==> src/rtl/bound_relu_pkg.sv <==
// Shared widths, bound-select encodings and the bound helper for the
// three-lane bounded-ReLU activation stage.
package bound_relu_pkg;

  localparam int D_BW_DEF  = 8;
  localparam int AB_BW_DEF = 21;

  localparam logic [1:0] SEL_B0 = 2'b00;  // 2^(D_BW-1) - 1
  localparam logic [1:0] SEL_B1 = 2'b01;  // 2^(D_BW-2) - 1
  localparam logic [1:0] SEL_B2 = 2'b10;  // 2^(D_BW-3) - 1
  localparam logic [1:0] SEL_B3 = 2'b11;  // 2^(D_BW-4) - 1

  // Upper bound for a select code: 2^(d_bw-1-sel) - 1.
  function automatic int unsigned bound_of(input logic [1:0] sel, input int d_bw);
    int unsigned sh;
    sh = unsigned'(d_bw - 1) - {30'd0, sel};
    return (32'd1 << sh) - 32'd1;
  endfunction

endpackage

==> src/rtl/bound_relu_if.sv <==
// Bundle of the control and three-lane data signals of the activation stage.
// No handshake: every cycle carries one triple, sampled at the rising edge.
interface bound_relu_if #(
  parameter int D_BW  = 8,
  parameter int AB_BW = 21
);
  logic                    bound_en;
  logic [1:0]              i_bound_sel;
  logic signed [AB_BW-1:0] i_acc_bias0;
  logic signed [AB_BW-1:0] i_acc_bias1;
  logic signed [AB_BW-1:0] i_acc_bias2;
  logic signed [D_BW-1:0]  o_act_data0;
  logic signed [D_BW-1:0]  o_act_data1;
  logic signed [D_BW-1:0]  o_act_data2;

  modport master (
    output bound_en, i_bound_sel, i_acc_bias0, i_acc_bias1, i_acc_bias2,
    input  o_act_data0, o_act_data1, o_act_data2
  );

  modport slave (
    input  bound_en, i_bound_sel, i_acc_bias0, i_acc_bias1, i_acc_bias2,
    output o_act_data0, o_act_data1, o_act_data2
  );
endinterface

==> src/rtl/bound_relu_lane.sv <==
// One activation lane: full-width clamp to [0, bound] followed by the
// output register.
module bound_relu_lane #(
  parameter int D_BW  = 8,
  parameter int AB_BW = 21
) (
  input  logic                    clk,
  input  logic                    rst,
  input  logic signed [AB_BW-1:0] acc_bias,
  input  logic signed [AB_BW-1:0] bound,
  output logic signed [D_BW-1:0]  act_data
);

  logic signed [D_BW-1:0] clamped;

  // Compare at full input width so large magnitudes never wrap.
  always_comb begin
    clamped = '0;
    if (acc_bias < 0) begin
      clamped = '0;
    end else if (acc_bias > bound) begin
      clamped = bound[D_BW-1:0];
    end else begin
      clamped = acc_bias[D_BW-1:0];
    end
  end

  always_ff @(posedge clk) begin
    if (rst) begin
      act_data <= '0;
    end else begin
      act_data <= clamped;
    end
  end

endmodule

==> src/rtl/bound_relu_top.sv <==
// Three-lane bounded-ReLU stage: decodes the shared bound once and fans it
// out to three identical registered clamp lanes (latency 1).
module bound_relu_top
  import bound_relu_pkg::*;
#(
  parameter int D_BW  = D_BW_DEF,
  parameter int AB_BW = AB_BW_DEF
) (
  input  logic       clk,
  input  logic       rst,
  bound_relu_if.slave bus
);

  logic signed [AB_BW-1:0] eff_bound;

  // Without bound_en the stage is a plain saturating ReLU at the max code.
  always_comb begin
    eff_bound = '0;
    if (bus.bound_en) begin
      eff_bound = AB_BW'(bound_of(bus.i_bound_sel, D_BW));
    end else begin
      eff_bound = AB_BW'(bound_of(SEL_B0, D_BW));
    end
  end

  bound_relu_lane #(.D_BW(D_BW), .AB_BW(AB_BW)) u_lane0 (
    .clk      (clk),
    .rst      (rst),
    .acc_bias (bus.i_acc_bias0),
    .bound    (eff_bound),
    .act_data (bus.o_act_data0)
  );

  bound_relu_lane #(.D_BW(D_BW), .AB_BW(AB_BW)) u_lane1 (
    .clk      (clk),
    .rst      (rst),
    .acc_bias (bus.i_acc_bias1),
    .bound    (eff_bound),
    .act_data (bus.o_act_data1)
  );

  bound_relu_lane #(.D_BW(D_BW), .AB_BW(AB_BW)) u_lane2 (
    .clk      (clk),
    .rst      (rst),
    .acc_bias (bus.i_acc_bias2),
    .bound    (eff_bound),
    .act_data (bus.o_act_data2)
  );

endmodule

==> src/flat_wrapper.sv <==
// flat-port wrapper written by rule: the top's interface ports become plain ports
module bound_relu_top_flat import bound_relu_pkg::*;
#(
  parameter int D_BW  = D_BW_DEF,
  parameter int AB_BW = AB_BW_DEF
)
  (clk, rst, bus_bound_en, bus_i_bound_sel, bus_i_acc_bias0, bus_i_acc_bias1, bus_i_acc_bias2, bus_o_act_data0, bus_o_act_data1, bus_o_act_data2);
  bound_relu_if #(.D_BW(D_BW), .AB_BW(AB_BW)) bus_i ();
  input  logic clk;
  input  logic rst;
  input wire logic [$bits(bus_i.bound_en)-1:0] bus_bound_en;
  input wire logic [$bits(bus_i.i_bound_sel)-1:0] bus_i_bound_sel;
  input wire logic [$bits(bus_i.i_acc_bias0)-1:0] bus_i_acc_bias0;
  input wire logic [$bits(bus_i.i_acc_bias1)-1:0] bus_i_acc_bias1;
  input wire logic [$bits(bus_i.i_acc_bias2)-1:0] bus_i_acc_bias2;
  output wire logic [$bits(bus_i.o_act_data0)-1:0] bus_o_act_data0;
  output wire logic [$bits(bus_i.o_act_data1)-1:0] bus_o_act_data1;
  output wire logic [$bits(bus_i.o_act_data2)-1:0] bus_o_act_data2;
  assign bus_i.bound_en = bus_bound_en;
  assign bus_i.i_bound_sel = bus_i_bound_sel;
  assign bus_i.i_acc_bias0 = bus_i_acc_bias0;
  assign bus_i.i_acc_bias1 = bus_i_acc_bias1;
  assign bus_i.i_acc_bias2 = bus_i_acc_bias2;
  assign bus_o_act_data0 = bus_i.o_act_data0;
  assign bus_o_act_data1 = bus_i.o_act_data1;
  assign bus_o_act_data2 = bus_i.o_act_data2;
  bound_relu_top #(.D_BW(D_BW), .AB_BW(AB_BW)) u_core (.clk(clk), .rst(rst), .bus(bus_i));
endmodule
==> config.mk <==
export PLATFORM = sky130hd
export DESIGN_NAME = bound_relu_top_flat
export DESIGN_NICKNAME = d
export VERILOG_FILES = /design/src/rtl/bound_relu_pkg.sv /design/src/rtl/bound_relu_if.sv /design/src/rtl/bound_relu_lane.sv /design/src/rtl/bound_relu_top.sv /design/src/flat_wrapper.sv
export SDC_FILE = /design/constraint.sdc
export NUM_CORES = 1
export LEC_CHECK = 0
export ABC_AREA = 1
export BUFFER_PORTS_ARGS = -buffer_cell sky130_fd_sc_hd__buf_2
export CAP_MARGIN = 20
export CORE_MARGIN = 2
export CORE_UTILIZATION = 30
export CTS_BUF_LIST = sky130_fd_sc_hd__clkbuf_2 sky130_fd_sc_hd__clkbuf_4 sky130_fd_sc_hd__clkbuf_8
export DETAILED_ROUTE_END_ITERATION = 8
export GPL_ROUTABILITY_DRIVEN = 0
export HOLD_SLACK_MARGIN = 0.1
export PLACE_DENSITY_LB_ADDON = 0.1
export SYNTH_ARGS = -nofsm -noshare
export SYNTH_HDL_FRONTEND = slang
export SYNTH_SLANG_ARGS = --single-unit
==> constraint.sdc <==
create_clock -name clk -period 3.1 [get_ports clk]
set_clock_uncertainty 0.15 [all_clocks]
set_input_delay 0.155 -clock clk [delete_from_list [all_inputs] [get_ports clk]]
set_output_delay 0.155 -clock clk [all_outputs]
set_load 0.005 [all_outputs]
==> qor.csv, run 1 <==
metric;value;unit
crit path launch;bus_i_acc_bias1[6];
post-synthesis cell type with the largest combined area;sky130_fd_sc_hd__dfxtp_1;
die width;76.7;um
data required time at the worst endpoint;3100;ps
final setup violation count;0;
clock input transition at the sequential cells of the worst setup and hold paths;90;ps
post-DR wirelength/cell;9.65;um
share of the clock period used by the worst path;84.0;%
number of cells on the critical path;10;
crit path DAT;2600;ps
Max-cap violations;0;
area inside the core boundary;5110;um^2
count of synthesis-stage warnings from yosys;0;
TritonCTS clock tree;yes;
top fanout value on the critical path;7;
initial DRC count;53;
worst slack, placed;843;ps
syn avg cell area;6.63;um^2
row cnt;26;
cell family with the largest share of critical-path delay;buffers and inverters;
RSZ-0062 raised after global routing;no;
total clock buffers created by CTS;3;
number of optimization iterations in the first detailed-route pass;4;
worst-case headroom to the max-slew limit;66.0;%
commonest cells in the netlist;64 x sky130_fd_sc_hd__nor2_1, 43 x sky130_fd_sc_hd__nand2_1, 31 x sky130_fd_sc_hd__inv_1;
overall die area;5880;um^2
number of synthesized flops with an enable pin;0;
number of nets in the synthesized netlist;319;
pins over their slew limit;0;
number of instances in the synthesized netlist;239;
async set-or-reset flop fraction in the synthesized netlist;0;%
layout cells sized above 1;31.2;%
worst-margin pin slew;508;ps
number of buffers added on ports;91;
first-pass GRT wire length;7530;um
largest net degree at the start of global routing;15;
number of global-route vias before repair;1773;
total routing usage reported by global routing;15.4;%
number of different library cells in the post-synthesis netlist;22;
min Tclk post-route;2600;ps
fill count;556;
number of buffer and inverter stages on the critical path;3;
Area Growth Syn to Fin;60.7;%
portion of the post-synthesis area used by sequential elements;30.3;%
cells along the critical path;dlygate4sd3_1 > buf_2 > ha_1 > a21oi_1 > nand4_1 > nor2_1 > nand3_2 > a21oi_1 > nor2_1 > dlygate4sd3_1;
post-DP HPWL;3330;um
number of storage elements in the synthesis netlist;24;
Vias per Instance;4.20;
crit-path max cell delay;550;ps
Setup crit start kind;input port;
post-CTS sizing;0;
total number of nets in the final design;450;
final hold violation count;0;
count of antenna diodes in the layout;0;
CTS sink cnt;24;
number of buffers added for setup after CTS;0;
Power Dens Cells;323;nW/um^2
cell with the most instances after synthesis;sky130_fd_sc_hd__nor2_1;
area of the mapped netlist;1580;um^2
Die Ht;76.7;um
Ports;92;
worst voltage drop across the vdd grid;184;uV
clk root buf;sky130_fd_sc_hd__clkbuf_8;
capture point of the critical path;u_core.u_lane1.act_data[6]$_SDFF_PP0_;
fraction of post-synthesis cell area in the top cell type by area;30.3;%
total routed wirelength;4240;um
residual antenna-violating net count after detailed routing;0;
initial core utilization;31.0;%
overflow left after global routing;0;
critical-path cell with the highest stage delay;sky130_fd_sc_hd__dlygate4sd3_1;
top cells by area in the synthesized netlist;sky130_fd_sc_hd__dfxtp_1 30%, sky130_fd_sc_hd__nor2_1 15%, sky130_fd_sc_hd__nand2_1 10%, sky130_fd_sc_hd__ha_1 9.5%, sky130_fd_sc_hd__inv_1 7.3%;
leak pwr;1.37;nW
hold crit path type;input port to flip-flop;
maximum root-to-sink buffer count;2;
DRC violation count after routing;0;
number of antenna violations at the first check in global routing;0;
Crit. End Element;flip-flop;
run status;complete, no violations;
Hold Buf Count CTS;34;
number of H-tree branching levels;1;
Setup Crit Path Kind;input port to flip-flop;
final-layout setup total negative slack;0;ps
achievable frequency;384;MHz
via count;1842;
most used flip-flop cell after synthesis;sky130_fd_sc_hd__dfxtp_1;
Setup WS post-layout;496;ps
-- worst min-delay path by stage --
stage | slack [ps] | end | depth (start not counted) | from
CTS | 160 | u_core.u_lane0.act_data[3]$_SDFF_PP0_ | 4 | bus_i_acc_bias0[20]
floorplan | 130 | u_core.u_lane0.act_data[0]$_SDFF_PP0_ | 2 | bus_i_acc_bias0[0]
global route | 200 | u_core.u_lane1.act_data[2]$_SDFF_PP0_ | 4 | bus_i_acc_bias1[20]
detailed placement | 240 | u_core.u_lane0.act_data[2]$_SDFF_PP0_ | 3 | bus_i_acc_bias0[2]
global placement | 230 | u_core.u_lane0.act_data[3]$_SDFF_PP0_ | 3 | bus_i_acc_bias0[3]
finish | 170 | u_core.u_lane0.act_data[2]$_SDFF_PP0_ | 4 | bus_i_acc_bias0[20]
-- sequential cells by signal, summed over array words and instances, names as in the netlist --
| signal | flops |
|---|---|
| u_core.u_lane0.act_data | 8 |
| u_core.u_lane1.act_data | 8 |
| u_core.u_lane2.act_data | 8 |
-- routing by layer --
metal,GRT usage [%],wire length (um)
met3,3.18,234
met2,27.7,2050
met4,3.27,24
met1,18.9,1930
met5,0,0
-- where the power goes --
part	switching [mW]	internal [mW]
logic	0.107	0.114
clock network	0.0981	0.172
registers	0.00376	0.326
total	0.209	0.612
-- worst min-delay path, stage by stage --
cell and delay, ps:
sky130_fd_sc_hd__buf_2 110, sky130_fd_sc_hd__nor2_1 90, sky130_fd_sc_hd__inv_1 130, sky130_fd_sc_hd__nor2_1 60
-- placed cells by master (no fill, tap or decap) --
master / netlist / final
sky130_fd_sc_hd__a21oi_1: 16 / 16
sky130_fd_sc_hd__a21oi_2: 1 / 1
sky130_fd_sc_hd__and3_1: 1 / 1
sky130_fd_sc_hd__buf_2: 0 / 91
sky130_fd_sc_hd__buf_4: 0 / 1
sky130_fd_sc_hd__bufinv_16: 0 / 1
sky130_fd_sc_hd__clkbuf_8: 0 / 3
sky130_fd_sc_hd__conb_1: 1 / 1
sky130_fd_sc_hd__dfxtp_1: 24 / 24
sky130_fd_sc_hd__dlygate4sd3_1: 0 / 34
sky130_fd_sc_hd__ha_1: 12 / 12
sky130_fd_sc_hd__inv_1: 31 / 31
sky130_fd_sc_hd__inv_2: 1 / 1
sky130_fd_sc_hd__nand2_1: 43 / 43
sky130_fd_sc_hd__nand2_2: 4 / 4
sky130_fd_sc_hd__nand2_4: 3 / 3
sky130_fd_sc_hd__nand3_1: 15 / 15
sky130_fd_sc_hd__nand3_2: 4 / 4
sky130_fd_sc_hd__nand3_4: 2 / 2
sky130_fd_sc_hd__nand3b_1: 1 / 1
sky130_fd_sc_hd__nand4_1: 5 / 5
sky130_fd_sc_hd__nor2_1: 64 / 64
sky130_fd_sc_hd__nor2_2: 3 / 3
sky130_fd_sc_hd__nor2_4: 1 / 1
sky130_fd_sc_hd__o21bai_1: 3 / 3
sky130_fd_sc_hd__or2_1: 1 / 1
sky130_fd_sc_hd__xnor2_1: 3 / 3
-- per-stage QoR --
step	hold slack [ps]	power [mW]	instances	utilization, %	cell area [um^2]
6_report	168	0.821	439	49.9	2550
2_1_floorplan	126	0.436	239	-	1580
4_1_cts	165	0.836	439	49.9	2550
3_3_place_gp	227	0.525	401	41.8	2130
3_5_place_dp	242	0.526	401	41.8	2130
5_1_grt	197	0.889	439	49.9	2550
-- layout make-up --
type,count,area [um^2],area share [%]
Clock inverter,1,30.0,1.18
Inverter,32,120,4.72
Timing Repair Buffer,126,803,31.5
Sequential cell,24,480,18.9
Clock buffer,3,41.3,1.62
Multi-Input combinational cell,183,983,38.6
Tap cell,70,87.6,3.44
-- cell families after synthesis --
family,synth area share (%)
AOI/OAI and AO/OA,7.03
other,0.237
and+or+nand+nor,43.7
DFF,30.3
xor gates and xnor gates,1.66
buffers and inverters,7.58
adders and majority gates,9.48
Note: power is estimated with default switching activity, not from simulation.
==> run 2, diff against run 1 <==
- ABC_AREA: 1 -> 0
- clock period: 3.1 -> 2.3 ns (I/O delays scaled with it)
==> run 2 against run 1 <==
Worst hold slack got worse by 49 ps. Sequential cell count unchanged. Highest routed layer unchanged. Global-route usage increased by 0.21 points.
==> qor.csv, run 2 <==
metric;value;unit;change
run status;complete, no violations;;
Synth Area in Adders;11.0;%;+1.5 points
clk root buf;sky130_fd_sc_hd__clkbuf_8;;
switching share of power;27.1;%;+1.6 points
async set-or-reset flop fraction in the synthesized netlist;0;%;unchanged
Area Growth Syn to Fin;87.4;%;
number of storage elements in the synthesis netlist;24;;unchanged
initial DRC count;34;;-36%
hold crit path type;input port to flip-flop;;
area inside the core boundary;4380;um^2;-14%
largest net degree at the start of global routing;14;;-1
sequential share of power;40.8;%;+0.7 points
number of instances in the synthesized netlist;138;;-42%
min Tclk post-route;2290;ps;
portion of netlist area occupied by mux cells;0;%;unchanged
commonest cells after routing, fill and taps aside;88 x sky130_fd_sc_hd__buf_2, 27 x sky130_fd_sc_hd__dlygate4sd3_1, 24 x sky130_fd_sc_hd__dfxtp_1;;
number of synthesized flops with an enable pin;0;;unchanged
cell with the most instances after synthesis;sky130_fd_sc_hd__dfxtp_1;;
Power Dens Cells;425;nW/um^2;+32%
Setup WS post-layout;6.86;ps;-489 ps
Comb power frac;32.7;%;+5.8 points
maximum root-to-sink buffer count;2;;unchanged
DRC violation count after routing;0;;unchanged
placed cell count;297;;-26%
count of synthesis-stage warnings from yosys;0;;unchanged
number of buffers added on ports;91;;unchanged
RSZ-0062 raised after global routing;yes;;
layout cells sized above 1;51.8;%;+21 points
Die Ht;71.5;um;-6.7%
number of H-tree branching levels;1;;unchanged
worst slack, placed;-330;ps;-1170 ps
data required time at the worst endpoint;2320;ps;-780 ps
leak pwr;1.22;nW;-11%
via count;1570;;-15%
number of optimization iterations in the first detailed-route pass;4;;unchanged
top cells by area in the synthesized netlist;sky130_fd_sc_hd__dfxtp_1 35%, sky130_fd_sc_hd__ha_1 11%, sky130_fd_sc_hd__o21a_1 7.1%, sky130_fd_sc_hd__nor2_1 4.7%, sky130_fd_sc_hd__o2bb2ai_4 4.0%;;
initial core utilization;31.2;%;+0.18 points
worst-case headroom to the max-slew limit;64.2;%;-1.8 points
post-synthesis cell type with the largest combined area;sky130_fd_sc_hd__dfxtp_1;;
Largest regs;u_core.u_lane0.act_data: 8 flops, u_core.u_lane1.act_data: 8 flops, u_core.u_lane2.act_data: 8 flops;;
first-pass GRT wire length;6320;um;-16%
internal cell power;0.795;mW;+30%
count of antenna diodes in the layout;0;;unchanged
total number of nets in the final design;363;;-19%
dominant combinational cell family by area after synthesis;compound AO/OA/AOI/OAI gates;;
row cnt;24;;-7.7%
share of the clock period used by the worst path;99.7;%;
TritonCTS clock tree;yes;;
Setup crit start kind;input port;;
Ports;92;;unchanged
clock input transition at the sequential cells of the worst setup and hold paths;80;ps;about the same
complex-gate fraction of the synthesized area;24.7;%;+18 points
die width;71.5;um;-6.7%
number of antenna violations at the first check in global routing;0;;unchanged
number of global-route vias before repair;1475;;-17%
Hold Slack;119;ps;-48.7 ps
crit path DAT;2320;ps;-280 ps
Setup Crit Path Kind;input port to flip-flop;;
residual antenna-violating net count after detailed routing;0;;unchanged
leading cell type in the layout, fill and taps excluded;sky130_fd_sc_hd__buf_2;;
worst voltage drop across the vdd grid;312;uV;+70%
final instance area;2560;um^2;+0.64%
final hold violation count;0;;unchanged
commonest cells in the netlist;24 x sky130_fd_sc_hd__dfxtp_1, 17 x sky130_fd_sc_hd__nor2_1, 13 x sky130_fd_sc_hd__o21a_1;;
worst-margin pin slew;534;ps;+26.3 ps
overall die area;5110;um^2;-13%
total routed wirelength;4160;um;-1.9%
top fanout value on the critical path;6;;-1
achievable frequency;436;MHz;
share of total power in the clock network;26.5;%;-6.5 points
post-DR wirelength/cell;12.4;um;+29%
placed standard-cell area;2030;um^2;-4.9%
Vias per Instance;4.70;;+12%
Crit. End Element;flip-flop;;
most used flip-flop cell after synthesis;sky130_fd_sc_hd__dfxtp_1;;
number of different library cells in the post-synthesis netlist;41;;+86%
final setup violation count;0;;unchanged
syn avg cell area;9.91;um^2;+50%
number of nets in the synthesized netlist;218;;-32%
post-route insts no fill;334;;-24%
portion of the post-synthesis area used by sequential elements;35.1;%;+4.8 points
final-layout setup total negative slack;0;ps;unchanged
post-DP HPWL;3080;um;-7.3%
Post-Synth Simple-Gate Area;24.1;%;-20 points
total clock buffers created by CTS;3;;unchanged
NetSw;0.295;mW;+41%
fraction of post-synthesis cell area in the top cell type by area;35.1;%;+4.8 points
Max-cap violations;0;;unchanged
CTS sink cnt;24;;unchanged
total routing usage reported by global routing;15.6;%;+0.21 points
area of the mapped netlist;1370;um^2;-14%
share of the synthesized netlist area taken by xor and xnor gates;3.20;%;+1.5 points
pins over their slew limit;0;;unchanged
overflow left after global routing;0;;unchanged
## run 2: cell types whose count changed after synthesis, moves of 4 or more
cell / previous run / this run
sky130_fd_sc_hd__a21o_1: 0 / 4
sky130_fd_sc_hd__a21oi_1: 16 / 3
sky130_fd_sc_hd__nand3_1: 15 / 2
sky130_fd_sc_hd__nand2_2: 4 / 0
sky130_fd_sc_hd__inv_1: 31 / 2
sky130_fd_sc_hd__a2111oi_1: 0 / 5
sky130_fd_sc_hd__nor4_1: 0 / 4
sky130_fd_sc_hd__nor2_1: 64 / 17
sky130_fd_sc_hd__o21a_1: 0 / 13
sky130_fd_sc_hd__nand2_1: 43 / 7
## run 2: critical path, stage by stage
cell and delay, ps:
sky130_fd_sc_hd__buf_6 100, sky130_fd_sc_hd__nand2b_4 140, sky130_fd_sc_hd__ha_4 270, sky130_fd_sc_hd__nand2_4 60, sky130_fd_sc_hd__inv_8 70, sky130_fd_sc_hd__ha_4 200
sky130_fd_sc_hd__a21o_1 170, sky130_fd_sc_hd__a211o_1 300, sky130_fd_sc_hd__or2_4 250, sky130_fd_sc_hd__o2bb2ai_4 270, sky130_fd_sc_hd__nor2_4 80, sky130_fd_sc_hd__a2111oi_4 300
## run 2: what timing repair did
action | 4_1_cts | 5_1_grt
hold buffers | 28 | 0
setup buffers | 0 | 7
endpoints found under the hold margin | 24 | 0
pin swaps | 0 | 14
gates resized for setup | 2 | 24
setup endpoints to repair | 5 | 13
## run 2: final timing paths
check	startpoint	end	slack [ps]	depth (start not counted)
worst max-delay path	bus_i_bound_sel[0]	u_core.u_lane1.act_data[5]$_SDFF_PP0_	7	12
worst min-delay path	bus_i_acc_bias2[20]	u_core.u_lane2.act_data[7]$_SDFF_PP0_	120	4
## run 2: kinds of logic (layout without fill, tap and decap cells)
family | after synthesis | in the layout
and+or+nand+nor | 54 | 54
AOI/OAI and AO/OA | 38 | 38
DFF | 24 | 24
adders and majority gates | 12 | 12
xor gates and xnor gates | 5 | 5
buffers and inverters | 4 | 148
other | 1 | 1
## run 2: power groups by stage
| stage | registers [mW] | clock network, mW | logic (mW) |
|---|---|---|---|
| after global placement | 0.454 | 0 | 0.264 |
| after global routing | 0.446 | 0.313 | 0.392 |
| after detailed placement | 0.454 | 0 | 0.264 |
| after CTS | 0.444 | 0.303 | 0.304 |
| after floorplan | 0.459 | 0 | 0.116 |
| final | 0.444 | 0.289 | 0.357 |
## run 2: final cells by class
type                       count  area [um^2]
tap                           52         65.1
clock buffer                   4         55.1
sequential                    24          480
multi-input combinational    110         1020
fill                         395         1820
inverter                       2         15.0
timing repair buffer         142          930
## run 2: per-layer routing
layer / wire [um] / vias up / share of wire (%) / global-route usage [%]
li1: - / 808 / - / -
met1: 1710 / 711 / 41 / 16.9
met2: 2200 / 47 / 53 / 30.3
met3: 210 / 4 / 5.1 / 3.52
met4: 34 / 0 / 0.82 / 3.77
met5: 0 / - / 0 / 0
## run 2: metrics by stage
stage / total power [mW] / util, %
2_1_floorplan: 0.575 / -
3_3_place_gp: 0.719 / 46.3
3_5_place_dp: 0.718 / 46.3
4_1_cts: 1.05 / 54.4
5_1_grt: 1.15 / 58.4
6_report: 1.09 / 58.4
==> run 3, diff against run 2 <==
--- a/config.mk
+++ b/config.mk
@@ -9,6 +9,8 @@
 export BUFFER_PORTS_ARGS = -buffer_cell sky130_fd_sc_hd__buf_2
 export CAP_MARGIN = 20
+export CELL_PAD_IN_SITES_DETAIL_PLACEMENT = 1
+export CELL_PAD_IN_SITES_GLOBAL_PLACEMENT = 2
 export CORE_MARGIN = 2
-export CORE_UTILIZATION = 30
+export CORE_UTILIZATION = 21
 export CTS_BUF_LIST = sky130_fd_sc_hd__clkbuf_2 sky130_fd_sc_hd__clkbuf_4 sky130_fd_sc_hd__clkbuf_8
 export DETAILED_ROUTE_END_ITERATION = 8
==> constraint.sdc (replaced) <==
create_clock -name clk -period 2.3 [get_ports clk]
set_clock_uncertainty 0.15 [all_clocks]
set_input_delay 0.115 -clock clk [delete_from_list [all_inputs] [get_ports clk]]
set_output_delay 0.115 -clock clk [all_outputs]
set_load 0.01 [all_outputs]
==> run 3 against run 2 <==
Final area is 5.0% higher. Sequential share of layout area fell by 0.90 points. Via count increased by 3.4%. Total power increased by 4.4%. Final cell count increased by 9.6%. Sequential cell count is the same. Non-clock buffer count up 7. Clock-buffer cell count unchanged. Critical path depth grew 1. Clock power rose by 2%. Critical endpoint unchanged.
==> qor.csv, run 3 (synthesis gave the netlist of run 2 again) <==
metric;value;unit;change
first-pass GRT wire length;7530;um;+19%
number of global-route vias before repair;1624;;+10%
crit path launch;bus_i_bound_sel[0];;
data required time at the worst endpoint;2320;ps;about the same
Ports;92;;unchanged
run status;complete, no violations;;
Setup WS post-layout;38.4;ps;+31.5 ps
final setup violation count;0;;unchanged
source of the worst hold timing path;bus_i_acc_bias1[5];;
Crit. End Element;flip-flop;;
number of optimization iterations in the first detailed-route pass;4;;unchanged
worst-margin pin slew;579;ps;+44.7 ps
Hold Slack;109;ps;-10.2 ps
die width;84.7;um;+18%
min Tclk post-route;2260;ps;-31.5 ps
met2 WL;2450;um;+11%
residual antenna-violating net count after detailed routing;0;;unchanged
Worst Hold Path Cells;3;;-1
count of antenna diodes in the layout;0;;unchanged
RSZ-0062 raised after global routing;yes;;
achievable frequency;442;MHz;+1.4%
maximum root-to-sink buffer count;2;;unchanged
crit path DAT;2280;ps;-40 ps
total routing usage reported by global routing;12.7;%;-2.9 points
pins over their slew limit;0;;unchanged
total number of nets in the final design;370;;+1.9%
overflow left after global routing;0;;unchanged
worst voltage drop across the vdd grid;231;uV;-26%
Setup Crit Path Kind;input port to flip-flop;;
Area Growth Syn to Fin;96.8;%;
cells along the critical path;buf_8 > nand2b_4 > ha_4 > nand2_4 > inv_4 > buf_6 > ha_4 > a21o_1 > a211o_1 > a21o_1 > o2bb2ai_4 > buf_4 > a2111oi_4;;
number of buffer and inverter stages on the critical path;4;;+2
DRC violation count after routing;0;;unchanged
number of antenna violations at the first check in global routing;0;;unchanged
hold crit path type;input port to flip-flop;;
routed wl met3;266;um;+27%
top sig layer;met4;;
Die Ht;84.7;um;+18%
final hold violation count;0;;unchanged
top fanout value on the critical path;6;;unchanged
crit-path max cell delay;320;ps;+20 ps
TritonCTS clock tree;yes;;
endpoint of the worst hold path;u_core.u_lane1.act_data[5]$_SDFF_PP0_;;
Largest regs;u_core.u_lane0.act_data: 8 flops, u_core.u_lane1.act_data: 8 flops, u_core.u_lane2.act_data: 8 flops;;
clock input transition at the sequential cells of the worst setup and hold paths;90;ps;about the same
layout cells sized above 1;54.3;%;+2.6 points
row cnt;29;;+21%
initial DRC count;16;;-53%
number of buffers added on ports;91;;unchanged
worst-case headroom to the max-slew limit;61.2;%;-3.0 points
Max-cap violations;0;;unchanged
Power Dens Cells;423;nW/um^2;-0.57%
total routed wirelength;4700;um;+13%
clk root buf;sky130_fd_sc_hd__clkbuf_8;;
Vias per Instance;4.43;;-5.7%
initial core utilization;21.7;%;-9.5 points
detailed-routing wirelength on met1;1980;um;+15%
post-DP HPWL;3640;um;+18%
Hold Buf Count CTS;26;;-7.1%
worst slack, placed;-353;ps;-23.1 ps
leak pwr;1.26;nW;+3.7%
area inside the core boundary;6310;um^2;+44%
post-DR wirelength/cell;12.8;um;+3.2%
critical-path cell with the highest stage delay;sky130_fd_sc_hd__a2111oi_4;;
commonest cells after routing, fill and taps aside;89 x sky130_fd_sc_hd__buf_2, 28 x sky130_fd_sc_hd__buf_4, 26 x sky130_fd_sc_hd__dlygate4sd3_1;;
overall die area;7170;um^2;+40%
share of the clock period used by the worst path;98.3;%;-1.4 points
largest net degree at the start of global routing;14;;unchanged
number of H-tree branching levels;1;;unchanged
total clock buffers created by CTS;3;;unchanged
via count;1623;;+3.4%
cell family with the largest share of critical-path delay;compound AO/OA/AOI/OAI gates;;
CTS sink cnt;24;;unchanged
leading cell type in the layout, fill and taps excluded;sky130_fd_sc_hd__buf_2;;
Setup crit start kind;input port;;
[run 3: changes by cell type in the layout (fill, tap and decap cells not counted), sizes merged]
cell          previous run  this run
buf                    114       123
dlygate4sd3             27        26
dlymetal6s4s             1         0
[run 3: what timing repair did]
| action | in CTS | in global routing |
|---|---|---|
| pin swaps | 12 | 7 |
| setup buffers | 13 | 3 |
| resized for setup | 9 | 23 |
| hold endpoints to repair | 24 | 1 |
| endpoints found under the setup margin | 8 | 21 |
[run 3: cell type report]
type	count	area [um^2]
inverters	2	10.0
flip-flops and latches	24	480
repair buffers	149	996
fillers	768	3620
multi-input cells	110	1050
well taps	77	96.3
clock buffers	4	55.1
[run 3: how the worst max path moves through the flow]
stage / end / slack [ps] / cells past startpoint
floorplan: u_core.u_lane0.act_data[4]$_SDFF_PP0_ / -60 / 11
global placement: u_core.u_lane0.act_data[4]$_SDFF_PP0_ / -310 / 12
detailed placement: u_core.u_lane0.act_data[4]$_SDFF_PP0_ / -350 / 12
CTS: u_core.u_lane1.act_data[4]$_SDFF_PP0_ / -50 / 13
global route: u_core.u_lane0.act_data[5]$_SDFF_PP0_ / -40 / 13
finish: u_core.u_lane1.act_data[5]$_SDFF_PP0_ / 40 / 13
[run 3: per-layer routing]
layer  track usage, %  vias to the layer above
met2             23.8                       48
met5                0                        -
li1                 -                      826
met1             15.3                      747
met3             3.15                        2
met4            0.866                        0
[run 3: worst min-delay path, cell delays in order]
cell                        delay (ps)
sky130_fd_sc_hd__buf_2             130
sky130_fd_sc_hd__nor2_1            180
sky130_fd_sc_hd__a2111oi_4          50
[run 3: stage by stage]
stage	std cells	setup TNS (ps)	area (um^2)	utilization [%]	total power, mW
after global placement	321	-4990	2050	32.5	0.736
final	366	0	2690	42.6	1.14
after detailed placement	321	-5990	2050	32.5	0.735
after CTS	364	-83.6	2540	40.2	1.12
after floorplan	138	-166	1390	-	0.585
after global routing	366	-101	2690	42.6	1.22
[run 3: report_power, final]
group | total [mW] | switching (mW) | internal, mW
Combinational | 0.398 | 0.172 | 0.226
Clock | 0.295 | 0.142 | 0.153
Sequential | 0.445 | 0.00540 | 0.439
